[config.mk]
export PLATFORM = sky130hd
export DESIGN_NAME = vedic_seq_mul
export DESIGN_NICKNAME = d
export VERILOG_FILES = /design/src/rtl/vedic_pkg.sv /design/src/rtl/vedic_2_x_2_mul.sv /design/src/rtl/vedic_seq_mul.sv
export SDC_FILE = /design/constraint.sdc
export NUM_CORES = 1
export LEC_CHECK = 0
export BUFFER_PORTS_ARGS = -buffer_cell sky130_fd_sc_hd__buf_2
export CAP_MARGIN = 20
export CORE_ASPECT_RATIO = 0.6
export CORE_UTILIZATION = 30
export DETAILED_ROUTE_END_ITERATION = 7
export GPL_ROUTABILITY_DRIVEN = 0
export PLACE_DENSITY = 0.58
export SYNTH_ARGS = -nofsm -noshare
export SYNTH_HDL_FRONTEND = slang
export SYNTH_HIERARCHICAL = 1
export SYNTH_SLANG_ARGS = --single-unit
[constraint.sdc]
create_clock -name clk -period 4.7 [get_ports clk]
set_input_delay 0.47 -clock clk [delete_from_list [all_inputs] [get_ports clk]]
set_output_delay 0.47 -clock clk [all_outputs]
set_load 0.05 [all_outputs]
[src/rtl/vedic_pkg.sv]
// Shared definitions for the sequential Vedic multiplier: FSM encoding,
// digit width and the digit-count helper.
package vedic_pkg;

  typedef enum logic [1:0] {
    ST_IDLE = 2'd0,
    ST_RUN  = 2'd1,
    ST_DONE = 2'd2
  } state_t;

  localparam int DIGIT_W = 2;

  function automatic int digit_count(input int width);
    return width / DIGIT_W;
  endfunction

endpackage

[src/rtl/vedic_2_x_2_mul.sv]
// 2x2-bit Vedic (Urdhva Tiryagbhyam) multiplier cell, purely combinational.
module vedic_2_x_2_mul (
  input  logic [1:0] a,
  input  logic [1:0] b,
  output logic [3:0] c
);

  logic cross0_s;
  logic cross1_s;
  logic carry1_s;
  logic top_s;

  // Vertical and crosswise partial products with their two-stage carry chain
  always_comb begin
    cross0_s = a[1] & b[0];
    cross1_s = a[0] & b[1];
    carry1_s = cross0_s & cross1_s;
    top_s    = a[1] & b[1];
    c[0]     = a[0] & b[0];
    c[1]     = cross0_s ^ cross1_s;
    c[2]     = top_s ^ carry1_s;
    c[3]     = top_s & carry1_s;
  end

endmodule

[src/rtl/vedic_seq_mul.sv]
// Sequential WIDTH x WIDTH unsigned multiplier time-sharing one 2x2 Vedic cell.
// Optional VEDIC_SEQ_MUL_ZERO_SKIP_EN: zero operands bypass RUN (latency 1).
module vedic_seq_mul
  import vedic_pkg::*;
#(
  parameter int WIDTH = 8
) (
  input  logic                 clk,
  input  logic                 rst,
  input  logic                 in_valid,
  output logic                 in_ready,
  input  logic [WIDTH-1:0]     a,
  input  logic [WIDTH-1:0]     b,
  output logic                 out_valid,
  input  logic                 out_ready,
  output logic [2*WIDTH-1:0]   product,
  output logic                 busy
);

  localparam int D  = digit_count(WIDTH);
  localparam int CW = (D > 1) ? $clog2(D) : 1;
  localparam logic [CW-1:0] LAST_C = CW'(D - 1);
  localparam logic [CW-1:0] ONE_C  = CW'(1);
  localparam logic [CW-1:0] ZERO_C = CW'(0);

  state_t               state_r;
  logic [WIDTH-1:0]     a_r;
  logic [WIDTH-1:0]     b_r;
  logic [2*WIDTH-1:0]   acc_r;
  logic [CW-1:0]        i_r;
  logic [CW-1:0]        j_r;
  logic                 in_ready_r;
  logic                 out_valid_r;
  logic                 busy_r;
  logic [2*WIDTH-1:0]   product_r;

  logic [DIGIT_W-1:0]   dig_a_s;
  logic [DIGIT_W-1:0]   dig_b_s;
  logic [3:0]           cell_s;
  logic [CW+1:0]        shift_s;
  logic [2*WIDTH-1:0]   pp_s;
  logic [2*WIDTH-1:0]   acc_next_s;
  logic                 last_pair_s;

  // Digit selection and shifted partial-product accumulation for the current pair
  always_comb begin
    dig_a_s     = a_r[{i_r, 1'b0} +: DIGIT_W];
    dig_b_s     = b_r[{j_r, 1'b0} +: DIGIT_W];
    shift_s     = {1'b0, i_r, 1'b0} + {1'b0, j_r, 1'b0};
    pp_s        = {{(2*WIDTH-4){1'b0}}, cell_s} << shift_s;
    acc_next_s  = acc_r + pp_s;
    last_pair_s = (i_r == LAST_C) && (j_r == LAST_C);
  end

  vedic_2_x_2_mul u_cell (
    .a (dig_a_s),
    .b (dig_b_s),
    .c (cell_s)
  );

  // Control FSM, digit counters, accumulator and registered outputs
  always_ff @(posedge clk) begin
    if (rst) begin
      state_r     <= ST_IDLE;
      a_r         <= {WIDTH{1'b0}};
      b_r         <= {WIDTH{1'b0}};
      acc_r       <= {(2*WIDTH){1'b0}};
      i_r         <= ZERO_C;
      j_r         <= ZERO_C;
      in_ready_r  <= 1'b1;
      out_valid_r <= 1'b0;
      busy_r      <= 1'b0;
      product_r   <= {(2*WIDTH){1'b0}};
    end else begin
      case (state_r)
        ST_IDLE: begin
          if (in_valid && in_ready_r) begin
            a_r        <= a;
            b_r        <= b;
            acc_r      <= {(2*WIDTH){1'b0}};
            i_r        <= ZERO_C;
            j_r        <= ZERO_C;
            in_ready_r <= 1'b0;
`ifdef VEDIC_SEQ_MUL_ZERO_SKIP_EN
            if ((a == {WIDTH{1'b0}}) || (b == {WIDTH{1'b0}})) begin
              state_r <= ST_DONE;
              busy_r  <= 1'b0;
            end else begin
              state_r <= ST_RUN;
              busy_r  <= 1'b1;
            end
`else
            state_r <= ST_RUN;
            busy_r  <= 1'b1;
`endif
          end
        end
        ST_RUN: begin
          acc_r <= acc_next_s;
          if (last_pair_s) begin
            state_r     <= ST_DONE;
            busy_r      <= 1'b0;
            out_valid_r <= 1'b1;
            product_r   <= acc_next_s;
            i_r         <= ZERO_C;
            j_r         <= ZERO_C;
          end else if (j_r == LAST_C) begin
            j_r <= ZERO_C;
            i_r <= i_r + ONE_C;
          end else begin
            j_r <= j_r + ONE_C;
          end
        end
        ST_DONE: begin
          // A zero-skip entry arrives with out_valid low; raise it one edge later.
          if (!out_valid_r) begin
            out_valid_r <= 1'b1;
          end else if (out_ready) begin
            state_r     <= ST_IDLE;
            out_valid_r <= 1'b0;
            product_r   <= {(2*WIDTH){1'b0}};
            in_ready_r  <= 1'b1;
          end
        end
        default: begin
          state_r     <= ST_IDLE;
          acc_r       <= {(2*WIDTH){1'b0}};
          i_r         <= ZERO_C;
          j_r         <= ZERO_C;
          in_ready_r  <= 1'b1;
          out_valid_r <= 1'b0;
          busy_r      <= 1'b0;
          product_r   <= {(2*WIDTH){1'b0}};
        end
      endcase
    end
  end

  assign in_ready  = in_ready_r;
  assign out_valid = out_valid_r;
  assign busy      = busy_r;
  assign product   = product_r;

endmodule

==> flow_summary.json, run 1 <==
{
  "synth_nets": 436,
  "cts_resized": 0,
  "fp.dieW_um": 136,
  "ys_warn_count": 6,
  "cap_viol_max_count": 0,
  "syn_inst": 391,
  "critPathLaunchType": "register",
  "synth_edf_count": 0,
  "power_frac_seq_pct": 36.1,
  "post-route-period-util_pct": 86.0,
  "crit_path_cell_trace": "mux4_2 -> and2_1 -> ha_1 -> ha_1 -> mux2i_1 -> nor2_1 -> ha_1 -> nor2b_1 -> o21bai_1 -> a21oi_1 -> a221oi_1 -> xnor2_1 -> a22o_1",
  "seq_area_um2": 1140,
  "gr-usage-all-layers_pct": 16.4,
  "hold_class": "in -> reg",
  "leakage_nw": 1.60,
  "drv_slew": 0,
  "synthArstFlopShare_pct": 0,
  "synth_area_um2": 3240,
  "finalSetupTns_ns": 0,
  "grt_pass1_vias": 2630,
  "setup_viol": 0,
  "slowest_delay_ns": 0.57,
  "routed_via_density": 5.11,
  "layout.nets": 465,
  "min_to": "b_r[0]$_SDFFE_PP0P_",
  "die_h_um": 82.5,
  "die_area_um2": 11200,
  "power.density_nw_per_um2": 413,
  "path_delay_family": "compound AO/OA/AOI/OAI gates",
  "io_buffers": 38,
  "coreArea_um2": 10200,
  "path_buf_inv": 0,
  "finish.instance_area_um2": 3770,
  "r2r_end": "product[10]$_SDFFE_PP0P_",
  "mostFrequentLayoutCells": "nand2_1, dfxtp_1, a21oi_1, buf_2, nor2_1",
  "worst-r2r-setup-slack_ns": 0.66,
  "swShare_pct": 34.3,
  "clkPwrFrac_pct": 37.8,
  "skew_ns": 0.00813,
  "syn2layout_area_growth_pct": 16.2,
  "cts_sinks": 57,
  "clk_latency_ns": 0.33,
  "drc": 0,
  "arrival_ns": 4.26,
  "max_slew_margin_pct": 29.4,
  "finalHoldViolCount": 0,
  "dp_hpwl_mm": 6.13,
  "firstDrtPassIters": 5,
  "p_comb_share_pct": 26.1,
  "intPower_mw": 1.02,
  "cts.path.max_buffers": 2,
  "htreeDepth": 3,
  "wl_per_cell_um": 15.0,
  "core.rowCount": 28,
  "r2r_cells": 13,
  "antenna_found_initial": 0,
  "rsz0062_at_grt": "no",
  "clk_pin_slew_ns": 0.05,
  "crit_type": "reg -> reg",
  "synth_ff_type": "dfxtp_1",
  "crit_top_cell": "ha_1",
  "ys_seq_area_share_pct": 35.2,
  "layout_commonest_cell": "nand2_1",
  "drive_gt1_share_pct": 14.7,
  "min-delay-start": "b[0]",
  "drtAntennaViolNets": 0,
  "avgSynthCellArea_um2": 8.29,
  "end_kind": "register",
  "min_period_ns": 4.04,
  "cp.required_ns": 4.92,
  "slowest_stage": "mux4_2",
  "design.portCount": 39,
  "hold_buffers": 0,
  "grt_pass1_wl_mm": 13.6,
  "placed_area_um2": 3500,
  "outcome": "completed",
  "irDropWorstVdd_mv": 0.262,
  "cts_buffers": 9,
  "ys_ff_latch": 57,
  "via_count": 2853,
  "timing.rr.start": "i_r[0]$_SDFFE_PP0P_",
  "fmax_mhz": 247,
  "clockRootBuffer": "clkbuf_16",
  "grt_overflow": 0,
  "switchingPower_uw": 534,
  "worst_slew_pin_slew_ns": 1.05,
  "crit_fanout": 7,
  "postCtsSetupBuffers": 0,
  "diodes": 0,
  "start_util_pct": 31.9,
  "multiInputGateArea_um2": 1970,
  "ys_types": 53,
  "first_iter_violations": 165,
  "cts_tree": "done",
  "grt_max_degree": 40,
  "routed_wirelength_mm": 8.36,
  "fillers": 1075,
  "min_path_cells": 3,
  "critPathLaunch": "i_r[0]$_SDFFE_PP0P_"
}
power groups by stage:
stage / combinational, mW / clock, mW / sequential (mW)
after floorplan: 0.305 / 0 / 0.587
after CTS: 0.408 / 0.604 / 0.562
final: 0.407 / 0.589 / 0.562
after detailed placement: 0.408 / 0 / 0.571
after global routing: 0.453 / 0.623 / 0.567
after global placement: 0.398 / 0 / 0.568
worst min-delay path, delay by kind of cell:
| kind | cells | cell delay (ns) |
|---|---|---|
| AND/OR/NAND/NOR | 1 | 0.05 |
| buffers and inverters | 1 | 0.09 |
| AO/OA/AOI/OAI | 1 | 0.05 |
per-layer routing:
metal	wire length, um	vias up	track usage (%)
li1	-	1446	-
met5	0	-	0
met2	3230	73	22.3
met4	93	0	6.78
met1	4580	1325	23.4
met3	459	9	5.25
how the worst max path moves through the flow:
stage / to / cells after the start
after floorplan: product[12]$_SDFFE_PP0P_ / 13
after global placement: product[10]$_SDFFE_PP0P_ / 13
after detailed placement: product[10]$_SDFFE_PP0P_ / 13
after CTS: product[10]$_SDFFE_PP0P_ / 13
after global routing: product[10]$_SDFFE_PP0P_ / 13
final: product[10]$_SDFFE_PP0P_ / 13
cell type report:
cell class / instances / share of cell area (%)
Clock buffer: 14 / 7.01
Inverter: 9 / 0.896
Tap cell: 135 / 4.48
Timing Repair Buffer: 38 / 5.05
Sequential cell: 57 / 30.3
Multi-Input combinational cell: 305 / 52.3
sequential cells by signal, summed over array words and instances, names as in the netlist:
| signal | count |
|---|---|
| out_valid | 1 |
| i_r | 2 |
| acc_r | 16 |
| state_r | 2 |
| product | 16 |
| in_ready | 1 |
| b_r | 8 |
| j_r | 2 |
| busy | 1 |
| a_r | 8 |
cell usage after synthesis, drive strengths merged, types with 3 or more instances:
master   n  area (um2)
or3      4        25.0
inv      9        33.8
a21o     3        22.5
nor2b    4        25.0
and2     6        37.5
a21boi   4        41.3
a22o    14         123
nor3     8        40.0
a21oi   44         220
a31oi    3        18.8
nor2    35         150
mux4     4        90.1
ha      23         288
nand2   65         244
xnor2    8        70.1
and3     4        25.0
nand2b   7        43.8
mux2i    3        30.0
o21a     3        22.5
dfxtp   57        1140
xor2     4        35.0
buf      6        43.8
nand4    3        18.8
nand3   19         100
clkbuf  14        52.6
o21ai   10        50.1
kinds of logic (layout without fill, tap and decap cells):
family	after synthesis	count (layout)	synth area share (%)
xor+xnor	12	12	3.24
fa+ha+maj	25	25	10.1
buf+inv	29	61	4.01
simple gates	160	160	23.0
flops	57	57	35.2
compound gates	101	101	20.7
mux	7	7	3.71
stage by stage:
stage	instances	hold WS [ns]	power (mW)	setup slack, ns	utilization (%)
after floorplan	391	0.433	0.892	1.09	-
after global placement	544	0.444	0.966	0.824	34.5
after detailed placement	544	0.440	0.979	0.746	34.5
after CTS	558	0.365	1.57	0.693	37.1
after global routing	558	0.377	1.64	0.401	37.1
final	558	0.374	1.56	0.656	37.1
Note: power is estimated with default switching activity, not from simulation.
==> inputs of run 2 (changes only) <==
--- a/config.mk
+++ b/config.mk
@@ -5,6 +5,7 @@
 export SDC_FILE = /design/constraint.sdc
 export NUM_CORES = 1
 export LEC_CHECK = 0
+export ABC_AREA = 1
 export BUFFER_PORTS_ARGS = -buffer_cell sky130_fd_sc_hd__buf_2
 export CAP_MARGIN = 20
 export CORE_ASPECT_RATIO = 0.6
==> run 2 against run 1 <==
Against the previous run: the run now ends with DRC left; worst hold slack gained 0.034 ns; critical path depth grew 6; synthesized cell count grew 31%; maximum frequency grew 17%; global-route usage grew 0.74 points; routed wire length grew 9.5%; combinational power grew to 2.7 times the previous value.
==> flow_summary.json, run 2 <==
{
  "worst_slew_pin_slew_ns": 1.01,
  "end_kind": "register",
  "design.portCount": 39,
  "core.rowCount": 29,
  "drtAntennaViolNets": 0,
  "leakage_nw": 1.91,
  "syn2layout_area_growth_pct": 17.6,
  "avgSynthCellArea_um2": 6.62,
  "final_cells": 692,
  "yosys-top-cells-area": "dfxtp_1, nand2_1, inv_1",
  "layout.nets": 593,
  "irDropWorstVdd_mv": 0.220,
  "setup_viol": 0,
  "cts_buffers": 9,
  "fp.dieW_um": 139,
  "ys_ff_latch": 57,
  "dp_hpwl_mm": 6.90,
  "synth.most_common_cell": "nand2_1",
  "die_h_um": 84.2,
  "grt_max_degree": 37,
  "ys_warn_count": 6,
  "synth_nets": 556,
  "coreArea_um2": 10800,
  "mostFrequentLayoutCells": "nand2_1, inv_1, a21oi_1, dfxtp_1, o21ai_0",
  "synth_area_um2": 3380,
  "htreeDepth": 3,
  "syn_inst": 511,
  "critPathLaunchType": "register",
  "crit_top_cell": "nand2_1",
  "finalHoldViolCount": 0,
  "slowest_delay_ns": 0.41,
  "ys_types": 30,
  "violations": "DRC",
  "layout_commonest_cell": "nand2_1",
  "fillers": 1146,
  "cap_viol_max_count": 0,
  "wl_per_cell_um": 13.2,
  "antenna_found_initial": 0,
  "synth_top_area_share_pct": 33.8,
  "multiInputGateArea_um2": 1850,
  "grt_pass1_wl_mm": 15.6,
  "via_count": 3314,
  "cp.required_ns": 4.97,
  "grt_overflow": 0,
  "seq_area_um2": 1140,
  "synth_edf_count": 0,
  "synth_top_area_cell": "dfxtp_1",
  "cts_resized": 0,
  "drive_gt1_share_pct": 12.3,
  "hold_buffers": 0,
  "firstDrtPassIters": 7,
  "slowest_stage": "dfxtp_1",
  "max_slew_margin_pct": 32.5,
  "routed_wirelength_mm": 9.16,
  "outcome": "complete, but fails checks",
  "crit_type": "reg -> reg",
  "rsz0062_at_grt": "no",
  "ys_seq_area_share_pct": 33.8,
  "min_period_ns": 3.45,
  "crit_fanout": 8,
  "clk_latency_ns": 0.34,
  "cts_sinks": 57,
  "synth_ff_type": "dfxtp_1",
  "clk_pin_slew_ns": 0.06,
  "drv_slew": 0,
  "post-route-period-util_pct": 73.4,
  "cts.path.max_buffers": 2,
  "power.density_nw_per_um2": 603,
  "synthArstFlopShare_pct": 0,
  "gr-usage-all-layers_pct": 17.2,
  "clockRootBuffer": "clkbuf_16",
  "path_buf_inv": 2,
  "finalSetupTns_ns": 0,
  "routed_via_density": 4.79,
  "drc": 3,
  "die_area_um2": 11700,
  "yosys-top-cells-count": "nand2_1, inv_1, a21oi_1, dfxtp_1, o21ai_0",
  "fmax_mhz": 290,
  "first_iter_violations": 244,
  "io_buffers": 38,
  "hold_class": "in -> reg",
  "dp.cells": 676,
  "skew_ns": 0.00767,
  "crit_path_cell_trace": "inv_1 -> o21ai_0 -> a21oi_1 -> a21oi_1 -> nand2_1 -> inv_1 -> ha_1 -> ha_1 -> mux2i_1 -> nor3_1 -> ha_1 -> or2_2 -> nand3_1 -> nand2_1 -> nand2_1 -> nand2_1 -> nand2_1 -> nand3_1 -> a21oi_1",
  "postCtsSetupBuffers": 0,
  "start_util_pct": 31.4,
  "arrival_ns": 3.72,
  "grt_pass1_vias": 3123,
  "path_delay_family": "simple AND/OR/NAND/NOR gates",
  "diodes": 0,
  "cts_tree": "done"
}
run 2: cell types whose count changed in the layout (fill, tap and decap cells not counted), sizes merged, moves of 5 or more:
cell | previous run | this run
inv | 9 | 87
clkbuf | 14 | 9
nand3 | 19 | 27
o21ai | 10 | 59
a22o | 14 | 0
nand2b | 7 | 0
xnor2 | 8 | 0
clkinvlp | 0 | 5
a21oi | 44 | 61
nand2 | 65 | 123
run 2: logic make-up (layout without fill, tap and decap cells):
kind of cell	count (synthesis)	in the layout	share of synthesized area [%]
flops	57	57	33.8
fa+ha+maj	25	25	9.70
buf+inv	100	142	11.5
simple gates	197	197	24.5
mux	1	1	0.296
compound gates	131	131	20.3
run 2: area by class of cell:
type,instances,area share [%]
Clock buffer,9,5.67
Inverter,86,8.12
Multi-Input combinational cell,354,46.6
Timing Repair Buffer,40,5.16
Tap cell,139,4.38
Clock inverter,7,1.38
Sequential cell,57,28.7
run 2: worst paths after layout:
check | start | to | slack, ns | cells past startpoint
hold reg to reg | a_r[7]$_SDFFE_PP0P_ | a_r[7]$_SDFFE_PP0P_ | 0.45 | 2
hold / removal | b[3] | b_r[3]$_SDFFE_PP0P_ | 0.41 | 3
setup reg to reg | j_r[0]$_SDFFE_PP0P_ | acc_r[15]$_SDFFE_PP0P_ | 1.25 | 19
setup / recovery | j_r[0]$_SDFFE_PP0P_ | acc_r[15]$_SDFFE_PP0P_ | 1.25 | 19
run 2: per-stage QoR:
stage	util (%)	hold WS (ns)	setup WS, ns	total power [mW]	instance area [um2]
2_1_floorplan	-	0.424	1.79	1.52	3380
3_3_place_gp	34.3	0.439	1.36	1.76	3690
3_5_place_dp	34.3	0.443	1.33	1.79	3690
4_1_cts	36.9	0.391	1.30	2.41	3980
5_1_grt	36.9	0.424	0.811	2.60	3980
6_report	36.9	0.408	1.25	2.40	3980
run 2: metal layers:
layer  part of all wire (%)  global-route usage (%)
met5                      0                       0
met1                     59                    26.5
met4                    1.1                    5.76
met2                     34                    22.2
met3                    5.6                    4.45
run 2: worst reg2reg max path, delay by kind of cell (launching register included):
kind,cells,cell delay (ns)
buffers and inverters,2,0.21
and+or+nand+nor,9,1.13
AOI/OAI and AO/OA,4,0.59
muxes,1,0.33
DFF,1,0.41
adders and majority gates,3,0.74
run 2: power breakdown:
| part | internal [mW] | total [mW] | switching (mW) |
|---|---|---|---|
| Combinational | 0.332 | 1.09 | 0.754 |
| Sequential | 0.619 | 0.702 | 0.0834 |
| Clock | 0.358 | 0.610 | 0.252 |
| Total | 1.31 | 2.40 | 1.09 |
